### src/rtl/sha256_pkg.sv
// Shared SHA-256 constants, FSM state type and round/sigma helper functions
// used by the stream engine and its schedule window.
package sha256_pkg;

  typedef enum logic [2:0] {
    ST_IDLE, ST_FETCH, ST_COMPUTE, ST_ADD, ST_SECOND, ST_WRITE, ST_DONE
  } state_t;

  localparam logic [31:0] IV [0:7] = '{
    32'h6a09e667, 32'hbb67ae85, 32'h3c6ef372, 32'ha54ff53a,
    32'h510e527f, 32'h9b05688c, 32'h1f83d9ab, 32'h5be0cd19
  };

  localparam logic [31:0] K [0:63] = '{
    32'h428a2f98, 32'h71374491, 32'hb5c0fbcf, 32'he9b5dba5, 32'h3956c25b, 32'h59f111f1, 32'h923f82a4, 32'hab1c5ed5,
    32'hd807aa98, 32'h12835b01, 32'h243185be, 32'h550c7dc3, 32'h72be5d74, 32'h80deb1fe, 32'h9bdc06a7, 32'hc19bf174,
    32'he49b69c1, 32'hefbe4786, 32'h0fc19dc6, 32'h240ca1cc, 32'h2de92c6f, 32'h4a7484aa, 32'h5cb0a9dc, 32'h76f988da,
    32'h983e5152, 32'ha831c66d, 32'hb00327c8, 32'hbf597fc7, 32'hc6e00bf3, 32'hd5a79147, 32'h06ca6351, 32'h14292967,
    32'h27b70a85, 32'h2e1b2138, 32'h4d2c6dfc, 32'h53380d13, 32'h650a7354, 32'h766a0abb, 32'h81c2c92e, 32'h92722c85,
    32'ha2bfe8a1, 32'ha81a664b, 32'hc24b8b70, 32'hc76c51a3, 32'hd192e819, 32'hd6990624, 32'hf40e3585, 32'h106aa070,
    32'h19a4c116, 32'h1e376c08, 32'h2748774c, 32'h34b0bcb5, 32'h391c0cb3, 32'h4ed8aa4a, 32'h5b9cca4f, 32'h682e6ff3,
    32'h748f82ee, 32'h78a5636f, 32'h84c87814, 32'h8cc70208, 32'h90befffa, 32'ha4506ceb, 32'hbef9a3f7, 32'hc67178f2
  };

  function automatic logic [31:0] rotr(input logic [31:0] x, input int unsigned n);
    return (x >> n) | (x << (32 - n));
  endfunction

  function automatic logic [31:0] big_sigma0(input logic [31:0] x);
    return rotr(x, 2) ^ rotr(x, 13) ^ rotr(x, 22);
  endfunction

  function automatic logic [31:0] big_sigma1(input logic [31:0] x);
    return rotr(x, 6) ^ rotr(x, 11) ^ rotr(x, 25);
  endfunction

  function automatic logic [31:0] small_sigma0(input logic [31:0] x);
    return rotr(x, 7) ^ rotr(x, 18) ^ (x >> 3);
  endfunction

  function automatic logic [31:0] small_sigma1(input logic [31:0] x);
    return rotr(x, 17) ^ rotr(x, 19) ^ (x >> 10);
  endfunction

  function automatic logic [31:0] ch(input logic [31:0] x, input logic [31:0] y, input logic [31:0] z);
    return (x & y) ^ (~x & z);
  endfunction

  function automatic logic [31:0] maj(input logic [31:0] x, input logic [31:0] y, input logic [31:0] z);
    return (x & y) ^ (x & z) ^ (y & z);
  endfunction

  // Working state packed as {a,b,c,d,e,f,g,h}, a in the top word.
  function automatic logic [255:0] sha256_round(input logic [255:0] s, input logic [31:0] k,
                                                input logic [31:0] w);
    logic [31:0] a, b, c, d, e, f, g, hh, t1, t2;
    {a, b, c, d, e, f, g, hh} = s;
    t1 = hh + big_sigma1(e) + ch(e, f, g) + k + w;
    t2 = big_sigma0(a) + maj(a, b, c);
    return {t1 + t2, a, b, c, d + t1, e, f, g};
  endfunction

endpackage

### src/rtl/sha256_schedule_window.sv
// 16-word rolling message schedule: indexed loads while fetching, whole-block
// load for the second pass, and on-the-fly expansion for rounds 16..63.
module sha256_schedule_window
  import sha256_pkg::*;
(
  input  logic         clk,
  input  logic         load,
  input  logic [3:0]   load_idx,
  input  logic [31:0]  load_word,
  input  logic         block_load,
  input  logic [511:0] block_word,
  input  logic         shift_new,
  input  logic [3:0]   rd_idx,
  output logic [31:0]  wt
);

  logic [31:0] w [16];
  logic [31:0] new_word;

  // Window holds W[t-16..t-1] once expansion starts.
  assign new_word = small_sigma1(w[14]) + w[9] + small_sigma0(w[1]) + w[0];
  assign wt       = shift_new ? new_word : w[rd_idx];

  // NOTE: no reset on the window storage: every block rewrites all 16 words before a round reads them.
  always_ff @(posedge clk) begin
    if (block_load) begin
      for (int i = 0; i < 16; i++) w[i] <= block_word[511 - 32*i -: 32];
    end else if (load) begin
      w[load_idx] <= load_word;
    end else if (shift_new) begin
      for (int i = 0; i < 15; i++) w[i] <= w[i+1];
      w[15] <= new_word;
    end
  end

endmodule

### src/rtl/sha256_stream_engine.sv
// SHA-256 engine that streams a num_words-long message from memory, pads it on
// the fly, optionally re-hashes the digest, and writes 8 digest words back.
module sha256_stream_engine
  import sha256_pkg::*;
#(
  parameter int ADDR_W     = 16,
  parameter int LEN_W      = 16,
  parameter int MEM_RD_LAT = 1,
  parameter bit DOUBLE_EN  = 1'b1
) (
  input  logic              clk,
  input  logic              reset,
  input  logic              start,
  input  logic [ADDR_W-1:0] message_addr,
  input  logic [ADDR_W-1:0] output_addr,
  input  logic [LEN_W-1:0]  num_words,
  input  logic              double_mode,
  output logic              busy,
  output logic              done,
  output logic              mem_clk,
  output logic              mem_we,
  output logic [ADDR_W-1:0] mem_addr,
  output logic [31:0]       mem_write_data,
  input  logic [31:0]       mem_read_data
);

  localparam int IDX_W = LEN_W + 2;
  localparam logic [255:0] IV_WORK = {IV[0], IV[1], IV[2], IV[3], IV[4], IV[5], IV[6], IV[7]};

  state_t            state;
  logic [ADDR_W-1:0] out_base;
  logic [LEN_W-1:0]  len;
  logic              dbl_pending;
  logic [IDX_W-1:0]  word_idx, total_words;
  logic [2:0]        lat_cnt, wr_k;
  logic [5:0]        round;
  logic [31:0]       h [8];
  logic [255:0]      work;

  logic [IDX_W-1:0]  len_x, next_idx;
  logic              mem_word, word_ready, last_word;
  logic [31:0]       pad_word, wt, next_h0;

  assign mem_clk    = clk;
  assign len_x      = IDX_W'(len);
  assign next_idx   = word_idx + IDX_W'(1);
  assign mem_word   = word_idx < len_x;
  assign word_ready = !mem_word || (lat_cnt == 3'(MEM_RD_LAT));
  assign last_word  = word_idx[3:0] == 4'hf;
  assign next_h0    = h[0] + work[255:224];

  // NOTE: default assigned first so every path drives pad_word and no latch is inferred.
  always_comb begin
    pad_word = '0;
    if (word_idx == len_x)                     pad_word = 32'h8000_0000;
    else if (word_idx == total_words - IDX_W'(1)) pad_word = 32'({len, 5'b0});
  end

  sha256_schedule_window u_window (
    .clk        (clk),
    .load       (state == ST_FETCH && word_ready),
    .load_idx   (word_idx[3:0]),
    .load_word  (mem_word ? mem_read_data : pad_word),
    .block_load (state == ST_SECOND),
    .block_word ({h[0], h[1], h[2], h[3], h[4], h[5], h[6], h[7], 32'h8000_0000, 192'd0, 32'd256}),
    .shift_new  (state == ST_COMPUTE && round[5:4] != 2'b00),
    .rd_idx     (round[3:0]),
    .wt         (wt)
  );

  // NOTE: all sequential state uses <= so each branch sees pre-edge values regardless of statement order.
  always_ff @(posedge clk or posedge reset) begin
    if (reset) begin
      state          <= ST_IDLE;
      busy           <= 1'b0;
      done           <= 1'b0;
      mem_we         <= 1'b0;
      mem_addr       <= '0;
      mem_write_data <= '0;
      out_base       <= '0;
      len            <= '0;
      dbl_pending    <= 1'b0;
      word_idx       <= '0;
      total_words    <= '0;
      lat_cnt        <= '0;
      round          <= '0;
      wr_k           <= '0;
    end else begin
      done <= 1'b0;
      unique case (state)
        ST_IDLE: if (start) begin
          state       <= ST_FETCH;
          busy        <= 1'b1;
          out_base    <= output_addr;
          len         <= num_words;
          dbl_pending <= DOUBLE_EN && double_mode;
          // 16 * ((L+2)/16 + 1)
          total_words <= ((IDX_W'(num_words) + IDX_W'(2)) & ~IDX_W'(15)) + IDX_W'(16);
          word_idx    <= '0;
          lat_cnt     <= '0;
          mem_addr    <= message_addr;
        end
        ST_FETCH: begin
          if (!word_ready) begin
            lat_cnt <= lat_cnt + 3'd1;
          end else begin
            lat_cnt  <= '0;
            word_idx <= next_idx;
            if (next_idx < len_x) mem_addr <= mem_addr + ADDR_W'(1);
            if (last_word) state <= ST_COMPUTE;
          end
        end
        ST_COMPUTE: begin
          round <= round + 6'd1;
          if (round == 6'd63) state <= ST_ADD;
        end
        ST_ADD: begin
          if (word_idx != total_words) begin
            state <= ST_FETCH;
          end else if (dbl_pending) begin
            dbl_pending <= 1'b0;
            state       <= ST_SECOND;
          end else begin
            state          <= ST_WRITE;
            mem_we         <= 1'b1;
            mem_addr       <= out_base;
            mem_write_data <= next_h0;
            wr_k           <= '0;
          end
        end
        ST_SECOND: state <= ST_COMPUTE;
        ST_WRITE: begin
          if (wr_k == 3'd7) begin
            state  <= ST_DONE;
            mem_we <= 1'b0;
            busy   <= 1'b0;
            done   <= 1'b1;
          end else begin
            wr_k           <= wr_k + 3'd1;
            mem_addr       <= mem_addr + ADDR_W'(1);
            mem_write_data <= h[wr_k + 3'd1];
          end
        end
        ST_DONE: state <= ST_IDLE;
        default: state <= ST_IDLE;
      endcase
    end
  end

  // Hash and working registers are reloaded at the start of every pass.
  always_ff @(posedge clk) begin
    if (state == ST_IDLE && start) h <= IV;
    if (state == ST_FETCH && word_ready && last_word)
      work <= {h[0], h[1], h[2], h[3], h[4], h[5], h[6], h[7]};
    if (state == ST_COMPUTE) work <= sha256_round(work, K[round], wt);
    if (state == ST_ADD) begin
      for (int i = 0; i < 8; i++) h[i] <= h[i] + work[255 - 32*i -: 32];
    end
    if (state == ST_SECOND) begin
      h    <= IV;
      work <= IV_WORK;
    end
  end

endmodule

### config.mk
export PLATFORM = sky130hd
export DESIGN_NAME = sha256_stream_engine
export DESIGN_NICKNAME = d
export VERILOG_FILES = /design/src/rtl/sha256_pkg.sv /design/src/rtl/sha256_schedule_window.sv /design/src/rtl/sha256_stream_engine.sv
export SDC_FILE = /design/constraint.sdc
export NUM_CORES = 2
export LEC_CHECK = 0
export BUFFER_PORTS_ARGS = -buffer_cell sky130_fd_sc_hd__buf_2
export CAP_MARGIN = 20
export CORE_UTILIZATION = 55
export DETAILED_ROUTE_END_ITERATION = 10
export GPL_ROUTABILITY_DRIVEN = 0
export HOLD_SLACK_MARGIN = 0.05
export PLACE_DENSITY = 0.71
export RECOVER_POWER = 100
export SETUP_SLACK_MARGIN = 0.15
export SLEW_MARGIN = 25
export SYNTH_ARGS = -nofsm -noshare
export SYNTH_HDL_FRONTEND = slang
export SYNTH_HIERARCHICAL = 1
export SYNTH_SLANG_ARGS = --single-unit
export TNS_END_PERCENT = 20
### constraint.sdc
create_clock -name clk -period 12.2 [get_ports clk]
set_input_delay 0.61 -clock clk [delete_from_list [all_inputs] [get_ports clk]]
set_output_delay 0.61 -clock clk [all_outputs]
set_load 0.05 [all_outputs]
; ---- Word-level counts from Yosys, hierarchy flattened
; Memory sizes are Yosys's and may differ from the RTL's.
; Index checks and enable logic that the tools add are counted.
[op_classes]
div_mod_pow = 0
addsub = 26
n_mul = 0
shifts = 0
n_eq_ne = 21
n_reduce_logical = 25
muxes = 81
bitwise = 45
n_lt_le_gt_ge = 4
[op_table]
columns = cell, n
row1 = $mux W256, 4
row2 = $mux W32, 27
row3 = $add A32 B32 Y32, 18
row4 = $xor A32 B32 Y32, 9
row5 = $and A32 B32 Y32, 5
row6 = $bmux W32 S3, 1
row7 = $mux W16, 6
row8 = $pmux W16 S4, 1
row9 = $pmux W32 S2, 1
row10 = $lt A18 B16 Y1, 2
row11 = $mux W18, 2
row12 = $pmux W18 S2, 1
row13 = $mux W3, 11
row14 = $not A32 Y32, 1
row15 = $or A10 B32 Y32, 1
row16 = $or A13 B32 Y32, 1
row17 = $or A14 B32 Y32, 1
row18 = $or A15 B32 Y32, 1
row19 = $or A19 B32 Y32, 1
row20 = $or A21 B32 Y32, 1
row21 = $or A25 B32 Y32, 1
row22 = $or A26 B32 Y32, 1
row23 = $or A30 B32 Y32, 1
row24 = $or A7 B32 Y32, 1
row25 = other kinds (42), 103
[word_totals]
rom_bits = 2048
wordCells = 227
latch_bits = 0
input_bits = 84
out_inout_bits = 52
register_bits = 647
mem_count = 2
mem_bits_rw = 512
[mem_list]
columns = name, depth, word_bits, rd, rd_ports_with_merged_regs, write_ports, line
row1 = (no name shown), 64, 32, 1, 0, 0, sha256_stream_engine.sv:155  ; if (state == ST_COMPUTE) work <= sha256_round(work, K[round], wt);
row2 = u_window.w, 16, 32, 17, 0, 16, sha256_schedule_window.sv:17  ; logic [31:0] w [16];

; ---- Logic depth before layout (Yosys ltp)
; An unclocked memory read counts as a cell.
[logic_depth]
word_depth = 11
depth_mapped = 46
ltp_nobuf = 46

; ---- By module
; Netlist, hierarchy kept.
[modules_own_cells]
columns = module, area_per_inst_um2, cells_each, seq_area_each_um2, n_inst
row1 = sha256_stream_engine, 51805.9, 6346, 13528.0, 1
row2 = sha256_schedule_window, 34932.3, 3166, 15374.7, 1

==> metrics.csv <==
metric;value;unit
outcome;complete, but fails checks;
failing checks;DRC, capacitance limit, slew limit;
RSZ-0062 raised after global routing;no;
share of the synthesized area in the top cell type;17.73;%
number of gates resized after CTS;0;
fillers;12940;
IO Pins;136;
worst vdd ir;144.3;uV
Syn Inst Count;9512;
number of synthesized flops with an enable pin;512;
top cells by area, synth;edfxtp_1 (18%), dfxtp_1 (12%), mux2i_1 (6.5%);
port bufs;135;
slowest stage cell, crit path;a221oi_1;
Core ar.;156400;um2
post-synth top area cell;edfxtp_1;
Worst path max stage delay;640;ps
post-synthesis sequential area ratio;33.32;%
antenna violation net count after detailed routing;0;
placed cells;11420;
Hold Path Class;in2reg;
nets;10270;
WP data required;12780;ps
initial antenna violation count;41;
via/cell ratio;6.913;
number of setup buffers added after CTS;0;
DRC Markers;1;
synth unique cells;99;
Setup crit start kind;flop;
f_max;86.51;MHz
async set-reset flop share out of synthesis;11.34;%
DRT Pass-1 Iters;11;
GRT Total Usage;43.45;%
Primary FF master, synth;edfxtp_1;
clock skew;30.19;ps
WL/cell;30.25;um
area of the mapped netlist;86740;um2
most frequent cells in the layout;nand2_1 (1274), o21ai_0 (909), nor2_1 (602);
first-pass GRT wire length;507600;um
Final period util;94.75;%
GRT overflow;0;
wirelength, routed;355800;um
CP Class;reg2reg;
Leak;40.24;nW
area grow syn2layout;9.502;%
Rows;145;
DRT iter0 DRCs;13400;
Max Slew Vio Count;2550;
CTS tree;done;
setup violators final;0;
die height;399.1;um
final hold violation count;0;
Clock Latency Late Sink;940;ps
most common cell after layout, fill and taps aside;nand2_1;
Die Footprint;159300;um2
Ys Warns;6;
Clock transition at path regs;60;ps
Setup crit end kind;flop;
total of max-cap violations;60;
Synth Area per Inst;9.119;um2
initial core utilization;55.46;%
#FFs+latches synth;1155;
CP max FO;8;
Final min period;11560;ps
largest net degree at the start of global routing;118;
Crit path arrival time;12140;ps
Final HPWL DP;256200;um
vias in the first global route;74310;
Post-Layout Cell Count;11760;
Place WS;1203;ps
Slew @ Worst Pin;5026;ps
via count;81320;
Setup TNS;0;ps
die width;399.1;um
relative slew slack;-235.1;%
layout cells sized above 1;8.069;%
worst setup margin;640.2;ps
hold buffers post-CTS;48;
Pwr per Cell Area;90.58;nW/um2
synth_stat cells, types with 66 or more instances:
cell type	number
nand2_1	1278
o21ai_0	937
nor2_1	613
mux2i_1	562
clkbuf_1	547
dfxtp_1	512
edfxtp_1	512
a21oi_1	486
inv_1	464
ha_1	434
xnor2_1	404
xor2_1	231
mux4_2	228
a21o_1	221
fa_1	195
a221oi_1	153
nand3_1	132
dfrtp_1	131
o22ai_1	118
nor3_1	100
o221ai_1	98
a22oi_1	87
buf_2	69
o21a_1	68
nand2b_1	66
through the flow:
| step | power [W] | util (%) | hold WS, ps | area, um2 |
|---|---|---|---|---|
| 6_report | 0.008604 | 60.73 | 79.49 | 94980 |
| 5_1_grt | 0.008742 | 60.70 | 85.84 | 94930 |
| 4_1_cts | 0.008586 | 60.93 | 52.17 | 95290 |
| 3_5_place_dp | 0.004155 | 57.51 | 458.1 | 89940 |
| 3_3_place_gp | 0.004155 | 57.47 | 455.4 | 89880 |
| 2_1_floorplan | 0.004137 | - | 443.5 | 87690 |
final cells by class:
cell class	instances	area, um2	share of cell area (%)
inverters	471	1777	1.871
multi-input cells	7451	54660	57.55
clock buffers	200	4119	4.337
repair buffers	337	2110	2.221
well taps	2058	2575	2.711
flip-flops and latches	1155	28920	30.45
clock inverters	65	754.5	0.7944
diodes	26	65.06	0.06850
registers in the layout (all words and copies together), names as in the netlist, 16 cells and up:
register / flops
u_window/w: 512
work: 256
mem_addr: 16
h: 256
out_base: 16
len: 16
mem_write_data: 32
word_idx: 18
cell families (layout without fill, tap and decap cells):
family,Yosys count,in the layout,share of synthesized area (%)
AO/OA/AOI/OAI,2656,2656,19.52
XOR/XNOR,635,635,6.412
adder cells (fa/ha/maj),631,631,10.78
buffers and inverters,1160,1073,5.181
flip-flops,1155,1155,33.32
multiplexers,817,817,12.76
other,2,282,0.008658
AND/OR/NAND/NOR,2456,2456,12.01
worst paths after layout:
check	cells past startpoint	slack, ps	from	end
setup / recovery	44	640	u_window/w[1][19]	work[251]
hold / removal	3	80	message_addr[15]	mem_addr[15]
setup reg to reg	44	640	u_window/w[1][19]	work[251]
hold reg to reg	2	470	mem_write_data[26]	mem_write_data[26]
max in group asynchronous	4	5970	reset	round[2]
min in group asynchronous	3	1480	reset	total_words[16]
worst max-delay path: cells and delay by family, from the launching register on:
| family | cells | cell delay, ps |
|---|---|---|
| flip-flops | 1 | 510 |
| buffers and inverters | 7 | 530 |
| AO/OA/AOI/OAI | 18 | 4170 |
| XOR/XNOR | 5 | 990 |
| adder cells (fa/ha/maj) | 10 | 4200 |
| AND/OR/NAND/NOR | 4 | 810 |
metal layers:
metal	vias to the layer above	wire [um]	global-route usage (%)
li1	34230	-	-
met1	38630	122300	54.45
met2	6884	145400	62.34
met3	1529	60300	17.56
met4	44	27610	26.51
met5	-	268	0
power by group:
group	switching (W)	internal [W]
Sequential	0	0.00401
Clock	0.00191	0.00263
Combinational	0.0000337	0.0000268
Total	0.00194	0.00666
(Power assumes the default switching activity.)
